[src/rtl/uart_pkg.sv]
// rtl/uart_pkg.sv - shared UART constants, parity encodings and transmit state type
package uart_pkg;

  // Ticks per line bit; the tick strobe runs at 16x the baud rate.
  localparam int OVERSAMPLE = 16;

  localparam int PAR_NONE = 0;
  localparam int PAR_EVEN = 1;
  localparam int PAR_ODD  = 2;

  typedef enum logic [2:0] {
    IDLE,
    START,
    DATA,
    PARITY,
    STOP
  } tx_state_e;

endpackage

[src/rtl/sync_fifo.sv]
// rtl/sync_fifo.sv - single-clock FIFO with show-ahead read data and occupancy count
module sync_fifo #(
  parameter int WIDTH = 8,
  parameter int DEPTH = 4
) (
  input  logic                   clk,
  input  logic                   rst,
  input  logic                   wr,
  input  logic [WIDTH-1:0]       wdata,
  input  logic                   rd,
  output logic [WIDTH-1:0]       rdata,
  output logic                   full,
  output logic                   empty,
  output logic [$clog2(DEPTH):0] count
);

  localparam int AW = $clog2(DEPTH);
  localparam int CW = AW + 1;

  if ((DEPTH < 2) || ((DEPTH & (DEPTH - 1)) != 0)) begin : g_bad_depth
    $error("sync_fifo: DEPTH must be a power of 2 and at least 2");
  end

  logic [WIDTH-1:0] mem [DEPTH];
  logic [AW-1:0]    wr_ptr;
  logic [AW-1:0]    rd_ptr;
  logic [CW-1:0]    count_q;
  logic             do_wr;
  logic             do_rd;

  // A write while full is dropped even if a read frees a slot on the same edge.
  assign do_wr = wr && !full;
  assign do_rd = rd && !empty;

  assign full  = (count_q == CW'(DEPTH));
  assign empty = (count_q == '0);
  assign count = count_q;
  assign rdata = mem[rd_ptr];

  // Storage array; contents need no reset since the pointers gate visibility.
  always_ff @(posedge clk) begin
    if (do_wr) begin
      mem[wr_ptr] <= wdata;
    end
  end

  // Pointers wrap naturally because DEPTH is a power of 2.
  always_ff @(posedge clk) begin
    if (rst) begin
      wr_ptr  <= '0;
      rd_ptr  <= '0;
      count_q <= '0;
    end else begin
      if (do_wr) begin
        wr_ptr <= wr_ptr + AW'(1);
      end
      if (do_rd) begin
        rd_ptr <= rd_ptr + AW'(1);
      end
      case ({do_wr, do_rd})
        2'b10:   count_q <= count_q + CW'(1);
        2'b01:   count_q <= count_q - CW'(1);
        default: count_q <= count_q;
      endcase
    end
  end

endmodule

[src/rtl/transmitter.sv]
// rtl/transmitter.sv - buffered UART transmitter, LSB first, optional parity, 1 or 2 stop bits
module transmitter
  import uart_pkg::*;
#(
  parameter int DATA_WIDTH = 8,
  parameter int FIFO_DEPTH = 4,
  parameter int PARITY     = 0,
  parameter int STOP_BITS  = 1
) (
  input  logic                  clk,
  input  logic                  rst,
  input  logic                  tick,
  input  logic [DATA_WIDTH-1:0] tx_data,
  input  logic                  tx_wr,
  output logic                  tx_full,
  output logic                  tx_out,
  output logic                  tx_busy,
  output logic                  tx_done
);

  localparam int TW = $clog2(OVERSAMPLE);
  localparam int IW = (DATA_WIDTH > 1) ? $clog2(DATA_WIDTH) : 1;
  localparam int CW = $clog2(FIFO_DEPTH) + 1;

  if ((STOP_BITS != 1) && (STOP_BITS != 2)) begin : g_bad_stop_bits
    $error("transmitter: STOP_BITS must be 1 or 2");
  end
  if ((PARITY != PAR_NONE) && (PARITY != PAR_EVEN) && (PARITY != PAR_ODD)) begin : g_bad_parity
    $error("transmitter: PARITY must be 0 (none), 1 (even) or 2 (odd)");
  end

  tx_state_e             state_q, state_d;
  logic [TW-1:0]         cnt_q, cnt_d;
  logic [IW-1:0]         idx_q, idx_d;
  logic [DATA_WIDTH-1:0] shift_q, shift_d;
  logic                  par_q, par_d;
  logic                  out_q, out_d;
  logic                  done_q, done_d;
  logic                  adv;
  logic                  load;
  logic                  pop;
  logic [DATA_WIDTH-1:0] fifo_rdata;
  logic                  fifo_empty;
  logic [CW-1:0]         fifo_count;

  sync_fifo #(
    .WIDTH (DATA_WIDTH),
    .DEPTH (FIFO_DEPTH)
  ) u_fifo (
    .clk   (clk),
    .rst   (rst),
    .wr    (tx_wr),
    .wdata (tx_data),
    .rd    (pop),
    .rdata (fifo_rdata),
    .full  (tx_full),
    .empty (fifo_empty),
    .count (fifo_count)
  );

  // A line bit ends on the tick that wraps the oversample counter.
  assign adv = tick && (cnt_q == TW'(OVERSAMPLE - 1));

  // Next-state, bit sequencing and line level; loading a word never waits for a tick.
  always_comb begin
    state_d = state_q;
    cnt_d   = cnt_q;
    idx_d   = idx_q;
    shift_d = shift_q;
    par_d   = par_q;
    done_d  = 1'b0;
    load    = 1'b0;
    out_d   = 1'b1;

    if ((state_q != IDLE) && tick) begin
      cnt_d = cnt_q + TW'(1);
    end

    case (state_q)
      IDLE: begin
        cnt_d = '0;
        idx_d = '0;
        load  = !fifo_empty;
      end
      START: begin
        if (adv) begin
          state_d = DATA;
          idx_d   = '0;
        end
      end
      DATA: begin
        if (adv) begin
          shift_d = shift_q >> 1;
          if (idx_q == IW'(DATA_WIDTH - 1)) begin
            idx_d   = '0;
            state_d = (PARITY != PAR_NONE) ? uart_pkg::PARITY : STOP;
          end else begin
            idx_d = idx_q + IW'(1);
          end
        end
      end
      uart_pkg::PARITY: begin
        if (adv) begin
          state_d = STOP;
          idx_d   = '0;
        end
      end
      STOP: begin
        if (adv) begin
          if (idx_q == IW'(STOP_BITS - 1)) begin
            done_d  = 1'b1;
            idx_d   = '0;
            state_d = IDLE;
            load    = !fifo_empty;
          end else begin
            idx_d = idx_q + IW'(1);
          end
        end
      end
      default: state_d = IDLE;
    endcase

    if (load) begin
      state_d = START;
      shift_d = fifo_rdata;
      par_d   = (^fifo_rdata) ^ (PARITY == PAR_ODD);
      cnt_d   = '0;
    end

    case (state_d)
      START:            out_d = 1'b0;
      DATA:             out_d = shift_d[0];
      uart_pkg::PARITY: out_d = par_d;
      default:          out_d = 1'b1;
    endcase
  end

  assign pop = load;

  // State register; reset aborts any frame and returns the line to idle high.
  always_ff @(posedge clk) begin
    if (rst) begin
      state_q <= IDLE;
      cnt_q   <= '0;
      idx_q   <= '0;
      shift_q <= '0;
      par_q   <= 1'b0;
      out_q   <= 1'b1;
      done_q  <= 1'b0;
    end else begin
      state_q <= state_d;
      cnt_q   <= cnt_d;
      idx_q   <= idx_d;
      shift_q <= shift_d;
      par_q   <= par_d;
      out_q   <= out_d;
      done_q  <= done_d;
    end
  end

  assign tx_out  = out_q;
  assign tx_done = done_q;
  assign tx_busy = (state_q != IDLE) || (fifo_count != '0);

endmodule

[config.mk]
export PLATFORM = sky130hd
export DESIGN_NAME = transmitter
export DESIGN_NICKNAME = d
export VERILOG_FILES = /design/src/rtl/uart_pkg.sv /design/src/rtl/sync_fifo.sv /design/src/rtl/transmitter.sv
export SDC_FILE = /design/constraint.sdc
export NUM_CORES = 1
export LEC_CHECK = 0
export BUFFER_PORTS_ARGS = -buffer_cell sky130_fd_sc_hd__buf_2
export CORE_ASPECT_RATIO = 1.25
export CORE_UTILIZATION = 39
export DETAILED_ROUTE_END_ITERATION = 8
export HOLD_SLACK_MARGIN = 0.12
export PLACE_DENSITY = 0.59
export SYNTH_ARGS = -nofsm -noshare
export SYNTH_HDL_FRONTEND = slang
export SYNTH_HIERARCHICAL = 1
export SYNTH_SLANG_ARGS = --single-unit
[constraint.sdc]
create_clock -name clk -period 3.5 [get_ports clk]
set_input_delay 0.35 -clock clk [delete_from_list [all_inputs] [get_ports clk]]
set_output_delay 0.35 -clock clk [all_outputs]
set_load 0.05 [all_outputs]
==> flow_metrics.tcl <==
set metrics [dict create \
    slowest_delay_ps 370 \
    timing.critical_path.max_delay_family "adder cells" \
    async_flop_share_pct 0 \
    synth-edff-count 32 \
    cp_max_fo 17 \
    clock_tree.root_cell "sky130_fd_sc_hd__clkbuf_8" \
    critical-path-top-cell-by-count "sky130_fd_sc_hd__inv_1" \
    worstSkewPairLatency_ps 340 \
    wl_met1_mm 2.14 \
    row_count 33 \
    holdWs_ps 214 \
    setup.worst_path.class "reg -> reg" \
    synth_largest_type_area_fraction_pct 34.9 \
    fin_tns_setup_ps 0 \
    worstSetupEndpointType "flip-flop" \
    post-place-cells 322 \
    critical_path_cell_count 15 \
    grt_antenna_before_repair 0 \
    syn_area_per_cell_um2 12.1 \
    netlist.top_cell.by_area "sky130_fd_sc_hd__edfxtp_1" \
    synth_top_family_by_area "simple AND/OR/NAND/NOR gates" \
    critPathBufInv 5 \
    postPlaceCellArea_um2 2900 \
    gp_congestion 0.733 \
    first_global_vias 1649 \
    initial_core_util_pct 41.1 \
    post_cts_resized 0 \
    area.growth.synth_to_final_pct 12.0 \
    routed_wire_length_per_instance_um 13.5 \
    tritoncts.num_buffers 9 \
    synthTopCellsByArea "sky130_fd_sc_hd__edfxtp_1 (35%), sky130_fd_sc_hd__dfxtp_1 (22%), sky130_fd_sc_hd__mux4_2 (6.5%)" \
    drt-initial-drc-count 67 \
    buffers_on_ports 15 \
    final_net_count 268 \
    largest_voltage_drop_on_the_vdd_net_mv 0.341 \
    die-height_um 95.9 \
    rr_endpoint "u_fifo/count[2]$_SDFFE_PP0P_" \
    timing.critical_path.cells "ha_1 > nand4_1 > buf_4 > o21ai_1 > nand2_1 > buf_4 > inv_1 > o31ai_2 > inv_1 > ha_1 > inv_1 > fa_1 > xor2_1 > or3_1 > a21oi_1" \
    postSynthRegisterBits 62 \
    cts_buffer_depth 2 \
    setup_viol_count_final 0 \
    floorplan.io_pins 16 \
    final-max-slew-violation-count 0 \
    yosys.cell_types.count 46 \
    maxCapViolCount 0 \
    dpl.hpwl_mm 3.07 \
    via_to_cell_ratio 5.02 \
    cts-htree-levels 3 \
    antennaDiodeCount 0 \
    grt_pass1_wl_mm 7.78 \
    layout_cells_sized_above_1_pct 18.7 \
    most_frequent_cell_after_synthesis "sky130_fd_sc_hd__edfxtp_1" \
    post-route-period-util_pct 79.1 \
    power_per_cell_area_nw_per_um2 725 \
    drc 0 \
    yosys-mux-area-fraction_pct 8.00 \
    synthXorXnorAreaFrac_pct 4.14 \
    highest-signal-layer "met4" \
    drt_wl_total_mm 4.56 \
    syn-cell-area_um2 2750 \
    cts_tree "built" \
    worst_ep_required_time_ps 3770 \
    timing.critical_path.from_type "flip-flop" \
    grt_start_max_net_pins 28 \
    status "completed" \
    timing.final.crit_period_ps 2770 \
    routed_length_on_met3_um 158 \
    finalHoldViolCount 0 \
    timing.reg2reg.worst_path_depth 15 \
    cp_arrival_ps 3040 \
    dr_wl_met2_mm 2.19 \
    rr_startpoint "cnt_q[0]$_SDFFE_PP0P_" \
    ff2ff_setup_slack_ps 730 \
    grt.total_usage_pct 14.2 \
    worst_path_max_delay_cell "sky130_fd_sc_hd__dfxtp_1" \
    cts_hold_buf 0 \
    yosys.area_share.adder_pct 5.23 \
    cts_setup_buffers 0 \
    synth_cells 228 \
    leakagePower_nw 1.11 \
    ant_nets 0 \
    hp-class "in -> reg" \
    finalNonFillerCells 338 \
    synth_top_cells_by_count "sky130_fd_sc_hd__edfxtp_1 (32), sky130_fd_sc_hd__dfxtp_1 (30), sky130_fd_sc_hd__nand2_1 (22)" \
    synth-simple-area-share_pct 14.0 \
    grt_overflow_total 0 \
    first_drt_pass_iteration_count 4 \
    post-layout-total-power_w 0.00223 \
    grt_setup_unrepaired "false" \
    ys.flop_type "sky130_fd_sc_hd__edfxtp_1" \
    timing.fmax_ghz 0.361 \
    vias 1698 \
    crit_path_end "u_fifo/count[2]$_SDFFE_PP0P_" \
    design.die.area_um2 7400 \
    worst_slew_pin_slew_ps 913 \
    synth-compound-area-share_pct 8.46 \
    crit_start "cnt_q[0]$_SDFFE_PP0P_" \
    clock-skew-final_ps 10.1 \
    postSynthNetCount 250 \
    seq_area_frac_synth_pct 56.8 \
    core_area_um2 6690 \
    clock-sinks 62 \
    postLayoutCellArea_um2 3080 \
    chipWidth_um 77.1 \
    slew_headroom_pct 38.7 \
    yosys_warnings 6 \
    clk_transition_reported_paths_ps 80 \
]
[layer usage]
layer | track usage (%) | vias up
met3 | 4.08 | 6
met5 | 0 | -
li1 | - | 852
met2 | 23.3 | 25
met1 | 16.8 | 815
met4 | 7.86 | 0
[cell families (layout without fill, tap and decap cells)]
| logic type | Yosys count | after routing |
|---|---|---|
| mux | 12 | 12 |
| compound gates | 33 | 33 |
| xor+xnor | 13 | 13 |
| simple gates | 75 | 75 |
| fa+ha+maj | 11 | 11 |
| buf+inv | 22 | 45 |
| flops | 62 | 62 |
[power by group]
part	total [W]	switching [W]	internal (W)
clock network	0.000568	0.000303	0.000265
registers	0.000985	0.000104	0.000882
logic	0.000680	0.000380	0.000299
[registers in the layout, summed over array words and instances, names as in the netlist, named ones only]
name	flops
cnt_q	4
idx_q	3
par_q	1
shift_q	8
state_q	3
tx_done	1
tx_out	1
u_fifo/count	3
u_fifo/mem	32
u_fifo/rd_ptr	2
u_fifo/wr_ptr	2
[layout by cell type (no fill, tap or decap), drive strengths merged, types with 2 or more instances in the layout]
cell,n
nor3b,2
nor2,19
or3,3
or2,2
dfxtp,30
o21ai,7
nand4,2
a311oi,7
a21oi,10
xnor2,8
a2111oi,2
mux4,8
nand2b,4
xor2,5
nor2b,5
inv,14
ha,9
clkinv,5
edfxtp,32
mux2i,4
nand2,22
buf,17
clkbuf,9
nor3,4
and2,7
[through the flow]
stage               worst slack, ps  utilization (%)
floorplan                       782                -
global placement                803             43.4
detailed placement              754             43.4
CTS                             718             46.1
global route                    523             46.1
finish                          732             46.1
[how the worst min path moves through the flow]
stage / startpoint / end / slack (ps) / cells after the start
2_1_floorplan: tx_data[0] / u_fifo/mem[0][0]$_DFFE_PP_ / 450 / 0
4_1_cts: tx_data[3] / u_fifo/mem[3][3]$_DFFE_PP_ / 200 / 1
3_3_place_gp: shift_q[7]$_SDFFE_PP0P_ / shift_q[6]$_SDFFE_PP0P_ / 460 / 2
5_1_grt: tx_data[1] / u_fifo/mem[3][1]$_DFFE_PP_ / 210 / 1
6_report: tx_data[3] / u_fifo/mem[0][3]$_DFFE_PP_ / 210 / 1
3_5_place_dp: shift_q[7]$_SDFFE_PP0P_ / shift_q[6]$_SDFFE_PP0P_ / 470 / 2
[worst register-to-register path, delay by kind of cell (launching register included)]
kind	cells	cell delay, ps
buffers and inverters	5	610
AOI/OAI and AO/OA	3	380
and+or+nand+nor	3	470
adders and majority gates	3	720
xor gates and xnor gates	1	150
DFF	1	370
[cell type report]
type	instances	area (um2)
Fill cell	629	3610
Sequential cell	62	1560
Multi-Input combinational cell	144	1090
Clock buffer	9	124
Tap cell	87	109
Timing Repair Buffer	17	90.1
Clock inverter	7	57.6
Inverter	12	45.0
(Power assumes the default switching activity.)
